===== src/rtl/otter_hazard_pkg.sv =====
// otter_hazard_pkg
// Shared types for the OTTER hazard controller. It holds the scoreboard entry
// layout, the forwarding-select encodings and the RAW match rule used by both
// the scoreboard and the decision logic.
// Register addresses are stored at a fixed width, HZ_ADDR_W. Narrower
// register-file addresses are zero-extended into that width, so an equality
// compare gives the same result at either width.
package otter_hazard_pkg;

  localparam int HZ_ADDR_W = 8;

  typedef logic [HZ_ADDR_W-1:0] hz_addr_t;

  typedef struct packed {
    logic     valid;
    hz_addr_t rd;
    logic     reg_write;
    logic     mem_read;
    logic     mem_write;
    hz_addr_t rs1;
    hz_addr_t rs2;
    logic     use_rs1;
    logic     use_rs2;
  } hz_entry_t;

  localparam logic [1:0] FWD_NONE = 2'b00;
  localparam logic [1:0] FWD_MEM  = 2'b10;
  localparam logic [1:0] FWD_WB   = 2'b01;

  // A source depends on an in-flight writer only if the source is really read,
  // the source is not x0, and the entry is a live instruction that writes rd.
  function automatic logic raw_match(input hz_addr_t  src,
                                     input logic      use_src,
                                     input hz_entry_t entry);
    return use_src && (src != '0) && entry.valid && entry.reg_write &&
           (src == entry.rd);
  endfunction

endpackage


===== src/rtl/otter_hazard_sb.sv =====
// otter_hazard_sb
// Shadow scoreboard of the instructions in the E, M and W stages. It is a
// three-deep shift register that moves in step with the pipeline registers.
// Ports:
//   clk, rst  clock; asynchronous active-high reset (clears the valid bits only)
//   hold      freeze: every entry keeps its value
//   bubble    load an invalid entry into E instead of d_entry
//   d_entry   fields of the instruction currently in D
//   e_q, m_q, w_q  current E/M/W entries
module otter_hazard_sb
  import otter_hazard_pkg::*;
(
  input  logic      clk,
  input  logic      rst,
  input  logic      hold,
  input  logic      bubble,
  input  hz_entry_t d_entry,
  output hz_entry_t e_q,
  output hz_entry_t m_q,
  output hz_entry_t w_q
);

  // Valid bits are kept apart from the payload, so that reset touches only
  // the valid bits. Bit 0 is E, bit 1 is M and bit 2 is W.
  logic [2:0] vld;
  hz_entry_t  e_r, m_r, w_r;

  always_ff @(posedge clk or posedge rst) begin
    if (rst) begin
      vld <= '0;
    end else if (!hold) begin
      vld <= {vld[1], vld[0], d_entry.valid & ~bubble};
    end
  end

  always_ff @(posedge clk) begin
    if (!hold) begin
      w_r <= m_r;
      m_r <= e_r;
      e_r <= d_entry;
    end
  end

  always_comb begin
    e_q       = e_r;
    e_q.valid = vld[0];
    m_q       = m_r;
    m_q.valid = vld[1];
    w_q       = w_r;
    w_q.valid = vld[2];
  end

endmodule


===== src/rtl/otter_hazard_ctrl.sv =====
// otter_hazard_ctrl
// Hazard controller for the 5-stage OTTER pipeline (F, D, E, M, W). From its
// own E/M/W scoreboard it generates the following:
//   - E-stage forwarding selects
//   - load-use (or no-forward RAW) stalls
//   - taken-branch flushes
//   - a whole-pipe freeze while a data-memory access waits
// It also keeps saturating performance counters.
// Ports:
//   CLK, RST            clock; asynchronous active-high reset
//   d_*                 decoded fields of the instruction in D
//   e_branch_taken      E resolved a taken branch/jump
//   dmem_ready          the M-stage memory access completes this cycle
//   stall_f, stall_d    hold PC / FD register
//   flush_d, flush_e    bubble FD / DE register
//   freeze              hold DE, EM, MW registers
//   fwd_a, fwd_b        E operand selects (00 regfile, 10 M ALU, 01 W data)
//   cnt_stall/flush/retire  saturating event counters
module otter_hazard_ctrl
  import otter_hazard_pkg::*;
#(
  parameter int RF_ADDR_W  = 5,
  parameter int ENABLE_FWD = 1,
  parameter int CNT_W      = 32
) (
  input  logic                 CLK,
  input  logic                 RST,
  input  logic                 d_valid,
  input  logic [RF_ADDR_W-1:0] d_rs1,
  input  logic [RF_ADDR_W-1:0] d_rs2,
  input  logic                 d_use_rs1,
  input  logic                 d_use_rs2,
  input  logic [RF_ADDR_W-1:0] d_rd,
  input  logic                 d_reg_write,
  input  logic                 d_mem_read,
  input  logic                 d_mem_write,
  input  logic                 e_branch_taken,
  input  logic                 dmem_ready,
  output logic                 stall_f,
  output logic                 stall_d,
  output logic                 flush_d,
  output logic                 flush_e,
  output logic                 freeze,
  output logic [1:0]           fwd_a,
  output logic [1:0]           fwd_b,
  output logic [CNT_W-1:0]     cnt_stall,
  output logic [CNT_W-1:0]     cnt_flush,
  output logic [CNT_W-1:0]     cnt_retire
);

  hz_entry_t d_entry, e_q, m_q, w_q;
  logic      br, hazard;

  function automatic logic [CNT_W-1:0] sat_inc(input logic [CNT_W-1:0] v);
    return (&v) ? v : v + CNT_W'(1);
  endfunction

  // A load in M has no data yet. Load-use stalls keep that case from
  // arising, so the load is skipped here and W is checked next.
  function automatic logic [1:0] fwd_sel(input hz_addr_t  src,
                                         input logic      use_src,
                                         input hz_entry_t m,
                                         input hz_entry_t w);
    if (raw_match(src, use_src, m) && !m.mem_read) return FWD_MEM;
    if (raw_match(src, use_src, w)) return FWD_WB;
    return FWD_NONE;
  endfunction

  always_comb begin
    d_entry           = '0;
    d_entry.valid     = d_valid;
    d_entry.rd        = hz_addr_t'(d_rd);
    d_entry.reg_write = d_reg_write;
    d_entry.mem_read  = d_mem_read;
    d_entry.mem_write = d_mem_write;
    d_entry.rs1       = hz_addr_t'(d_rs1);
    d_entry.rs2       = hz_addr_t'(d_rs2);
    d_entry.use_rs1   = d_use_rs1;
    d_entry.use_rs2   = d_use_rs2;
  end

  otter_hazard_sb u_sb (
    .clk     (CLK),
    .rst     (RST),
    .hold    (freeze),
    .bubble  (flush_e),
    .d_entry (d_entry),
    .e_q     (e_q),
    .m_q     (m_q),
    .w_q     (w_q)
  );

  // Stage boundary: decisions made from the scoreboard and the D fields
  assign freeze = m_q.valid & (m_q.mem_read | m_q.mem_write) & ~dmem_ready;
  assign br     = e_q.valid & e_branch_taken;

  always_comb begin
    hazard = 1'b0;
    if (ENABLE_FWD != 0) begin
      hazard = d_valid & e_q.mem_read &
               (raw_match(d_entry.rs1, d_use_rs1, e_q) |
                raw_match(d_entry.rs2, d_use_rs2, e_q));
    end else begin
      hazard = d_valid &
               (raw_match(d_entry.rs1, d_use_rs1, e_q) |
                raw_match(d_entry.rs2, d_use_rs2, e_q) |
                raw_match(d_entry.rs1, d_use_rs1, m_q) |
                raw_match(d_entry.rs2, d_use_rs2, m_q) |
                raw_match(d_entry.rs1, d_use_rs1, w_q) |
                raw_match(d_entry.rs2, d_use_rs2, w_q));
    end
  end

  // Priority order: freeze, then redirect, then dependency stall. A branch
  // held off by a freeze stays visible in E and acts once the freeze drops.
  always_comb begin
    stall_f = 1'b0;
    stall_d = 1'b0;
    flush_d = 1'b0;
    flush_e = 1'b0;
    if (freeze) begin
      stall_f = 1'b1;
      stall_d = 1'b1;
    end else if (br) begin
      flush_d = 1'b1;
      flush_e = 1'b1;
    end else if (hazard) begin
      stall_f = 1'b1;
      stall_d = 1'b1;
      flush_e = 1'b1;
    end
  end

  // A bubble in E has no operands, so it gets no forwarding select
  always_comb begin
    fwd_a = FWD_NONE;
    fwd_b = FWD_NONE;
    if ((ENABLE_FWD != 0) && e_q.valid) begin
      fwd_a = fwd_sel(e_q.rs1, e_q.use_rs1, m_q, w_q);
      fwd_b = fwd_sel(e_q.rs2, e_q.use_rs2, m_q, w_q);
    end
  end

  // Stage boundary: performance counters
  always_ff @(posedge CLK or posedge RST) begin
    if (RST) begin
      cnt_stall  <= '0;
      cnt_flush  <= '0;
      cnt_retire <= '0;
    end else begin
      if (stall_d) cnt_stall <= sat_inc(cnt_stall);
      if (flush_d) cnt_flush <= sat_inc(cnt_flush);
      if (w_q.valid && !freeze) cnt_retire <= sat_inc(cnt_retire);
    end
  end

endmodule


===== config.mk =====
export PLATFORM = sky130hd
export DESIGN_NAME = otter_hazard_ctrl
export DESIGN_NICKNAME = d
export VERILOG_FILES = /design/src/rtl/otter_hazard_pkg.sv /design/src/rtl/otter_hazard_sb.sv /design/src/rtl/otter_hazard_ctrl.sv
export SDC_FILE = /design/constraint.sdc
export NUM_CORES = 1
export LEC_CHECK = 0
export CAP_MARGIN = 25
export CORE_UTILIZATION = 25
export CTS_CLUSTER_SIZE = 12
export DETAILED_ROUTE_END_ITERATION = 7
export GPL_TIMING_DRIVEN = 1
export PLACE_DENSITY = 0.54
export SETUP_SLACK_MARGIN = 0.05
export SLEW_MARGIN = 40
export SYNTH_ARGS = -nofsm -noshare
export SYNTH_HDL_FRONTEND = slang
export SYNTH_SLANG_ARGS = --single-unit

===== constraint.sdc =====
create_clock -name CLK -period 3.9 [get_ports CLK]
set_clock_uncertainty 0.15 [all_clocks]
set_input_delay 0.78 -clock CLK [delete_from_list [all_inputs] [get_ports CLK]]
set_output_delay 0.78 -clock CLK [all_outputs]
set_load 0.01 [all_outputs]

==> run_results.csv <==
group,metric,value,unit
global_routing,grt_pass1_wl,24.7,mm
timing,final-max-slew-violation-count,0,
timing,finalHoldViolCount,0,
synthesis,yosys_warnings,0,
hold_path,holdCritStartpoint,"u_sb.e_q[18]",
synthesis,synth_seq_cells,133,
synthesis,synth_edf_count,34,
die,die_h,159,um
layout,multiInputGateArea,2600,um2
global_routing,grt_max_degree,58,
critical_path,crit_fanout,3,
synthesis,syn_area,6170,um2
layout,finalInstanceArea,8470,um2
cts,cts_buffers,17,
die,coreArea,24200,um2
route,vias_per_cell,4.44,
die,core.rowCount,57,
timing,fin_hold_ws,0.269,ns
pwr,switching_share,28.2,%
layout,fill_cells,2480,
route,dr.pass1.iters,4,
synthesis,muxShareOfSynthArea,0.892,%
die,die-area,25300,um2
timing,worst_pin_slew,0.742,ns
pwr,switchingPower,1110,uW
synthesis,synth_cell_types,41,
timing,period_share,95.9,%
cts,postCtsHoldBufs,0,
route,drtIter0Drc,212,
route,drt-total-wl,15.0,mm
synthesis,synth_compound_area_share,2.07,%
critical_path,r2r-end,"cnt_stall[1]",
synthesis,synthesis.nets,569,
route,route.detailed.drc,0,
route,vias,4551,
global_routing,antenna_found_initial,1,
cts,cts_setup_buffers,0,
global_routing,overflow,0,
pwr,p_int,2820,uW
timing,fmax,267,MHz
layout,register_area,3500,um2
cts,cts.sinks,133,
timing,rsz0062_at_grt,"no",
route,drtAntennaViolNets,0,
layout,nNetsFinal,716,
critical_path,required,2.97,ns
synthesis,async_flop_share,74.4,%
cts,cts-htree-levels,4,
critical_path,r2r-start,"cnt_stall[0]",
placed_design,place.gp.congestion,0.800,
synthesis,synth.largest_area_cell,"dfrtp_1",
synthesis,synthAdderAreaFrac,0.608,%
placed_design,dpl_cell_area,7900,um2
cts,tritoncts,"done",
die,die_w,159,um
pwr,power.share.clock,39.2,%
die,io_pins,130,
layout,final_util,34.9,%
synthesis,syn_avg_cell_area,11.4,um2
pwr,p_comb_share,15.5,%
global_routing,grt_pass1_vias,4466,
hold_path,whs_path_depth,0,
timing,setup_viol_count_final,0,
synthesis,synth_cells,541,
cts,clockBufferDepth,2,
synthesis,yosysTopAreaCellShare,40.1,%
synthesis,netlist_top_cells_count,"dfrtp_1, xnor2_1, xor2_1",
cts,cts_root_buffer,"clkbuf_16",
synthesis,synth_xor_area_share,16.7,%
critical_path,critPathLaunchType,"primary input",
global_routing,track_usage,12.4,%
synthesis,synth-simple-area-share,21.5,%
pwr,sequentialPowerShare,45.3,%
route,wl_per_cell,14.7,um
placed_design,port_buffers,129,
hold_path,hold_class,"register to register",
synthesis,synth-main-ff-cell,"dfrtp_1",
die,initial_core_util,25.5,%
placed_design,dp_hpwl,10.8,mm
synthesis,synth.most_common_cell,"dfrtp_1",
synthesis,yosys-top-cells-area,"dfrtp_1, edfxtp_1, xnor2_1",
hold_path,whs_endpoint,"u_sb.m_q[18]",
critical_path,r2r_cells,7,
critical_path,r2r_slack,1.25,ns
pwr,p_per_area,464,nW/um2
critical_path,cp-end-kind,"primary output",
layout,drive_above_1_share,8.42,%
pwr,max-vdd-ir-drop,0.000229,V
cts,clkTransAtPathRegs,0.06,ns
pwr,p_leak,0.00351,uW
layout,area_growth,37.3,%
synthesis,synth_top_family_by_area,"simple AND/OR/NAND/NOR gates",
critical_path,critical_path_class,"primary input to primary output",
synthesis,seq_area_frac_synth,56.7,%
critical_path,arrival,2.81,ns
run,maxCapViolCount,0,
layout,diodes,0,
timing,min_period,3.74,ns
timing,setup_tns,0,ns
run_status,status,"completed",
cts,clock_latency,0.42,ns
timing,maxSlewHeadroom,50.0,%
==> state kept, by name, indices dropped and copies added, names as in the netlist <==
signal,cells
u_sb.w_q,6
u_sb.m_q,8
u_sb.e_q,20
cnt_stall,32
cnt_flush,32
u_sb.vld,3
cnt_retire,32
==> power groups by stage <==
stage	clock network, uW	registers, uW	logic (uW)
after floorplan	0	1790	294
after global placement	0	1810	611
after detailed placement	0	1810	618
after CTS	1590	1780	621
after global routing	1650	1810	669
final	1540	1780	609
==> stage by stage <==
stage | power, uW | cells | setup slack [ns]
after global routing | 4130 | 1025 | 0.0755
after floorplan | 2090 | 541 | 0.196
after global placement | 2420 | 993 | 0.0401
after detailed placement | 2430 | 993 | 0.0431
after CTS | 4000 | 1025 | 0.0586
final | 3930 | 1025 | 0.160
==> critical path, stage by stage <==
cell	delay [ns]
clkdlybuf4s50_1	0.49
nor4_2	0.28
o21ai_1	0.14
and3_1	0.21
or3_4	0.41
clkdlybuf4s50_1	0.49
==> cell usage in the layout (no fill, tap or decap), drive strengths merged, types with 20 or more instances in the layout <==
cell	n
dfrtp	99
nand3	37
nor2	30
edfxtp	34
xnor2	61
clkdlybuf4s50	128
nand4	34
nand2	48
nor3	20
xor2	57
==> repair_timing <==
item / in CTS / in global routing
gates resized for setup: 1 / 5
setup endpoints to repair: 3 / 4
pin swaps: 0 / 1
==> worst max path at each step <==
stage | from | to | slack [ns] | cells past startpoint
finish | d_rs1[1] | stall_f | 0.16 | 6
global route | d_rs1[1] | stall_f | 0.08 | 6
CTS | d_rs1[1] | stall_f | 0.06 | 6
detailed placement | d_rs1[4] | flush_e | 0.04 | 8
global placement | d_rs1[4] | flush_e | 0.04 | 8
floorplan | dmem_ready | stall_f | 0.20 | 6
==> cells by family after synthesis <==
family,count (synthesis)
AOI/OAI and AO/OA,20
and+or+nand+nor,242
muxes,5
xor gates and xnor gates,118
adders and majority gates,3
buffers and inverters,20
DFF,133
==> per-layer routing <==
layer	up-vias	wire length (um)	track usage [%]
met5	-	11	0
met4	2	197	4.50
met3	15	1030	4.53
met2	125	6670	18.5
met1	2184	7120	16.4
li1	2225	-	-
==> layout make-up <==
cell class              instances  share of cell area, %
clock buffers                  19                   5.23
well taps                     324                   4.78
clock inverters                13                   1.40
repair buffers                136                   16.0
multi-input cells             388                   30.7
flip-flops and latches        133                   41.3
inverters                      12                  0.591
Power figures use the tool's default switching activity.
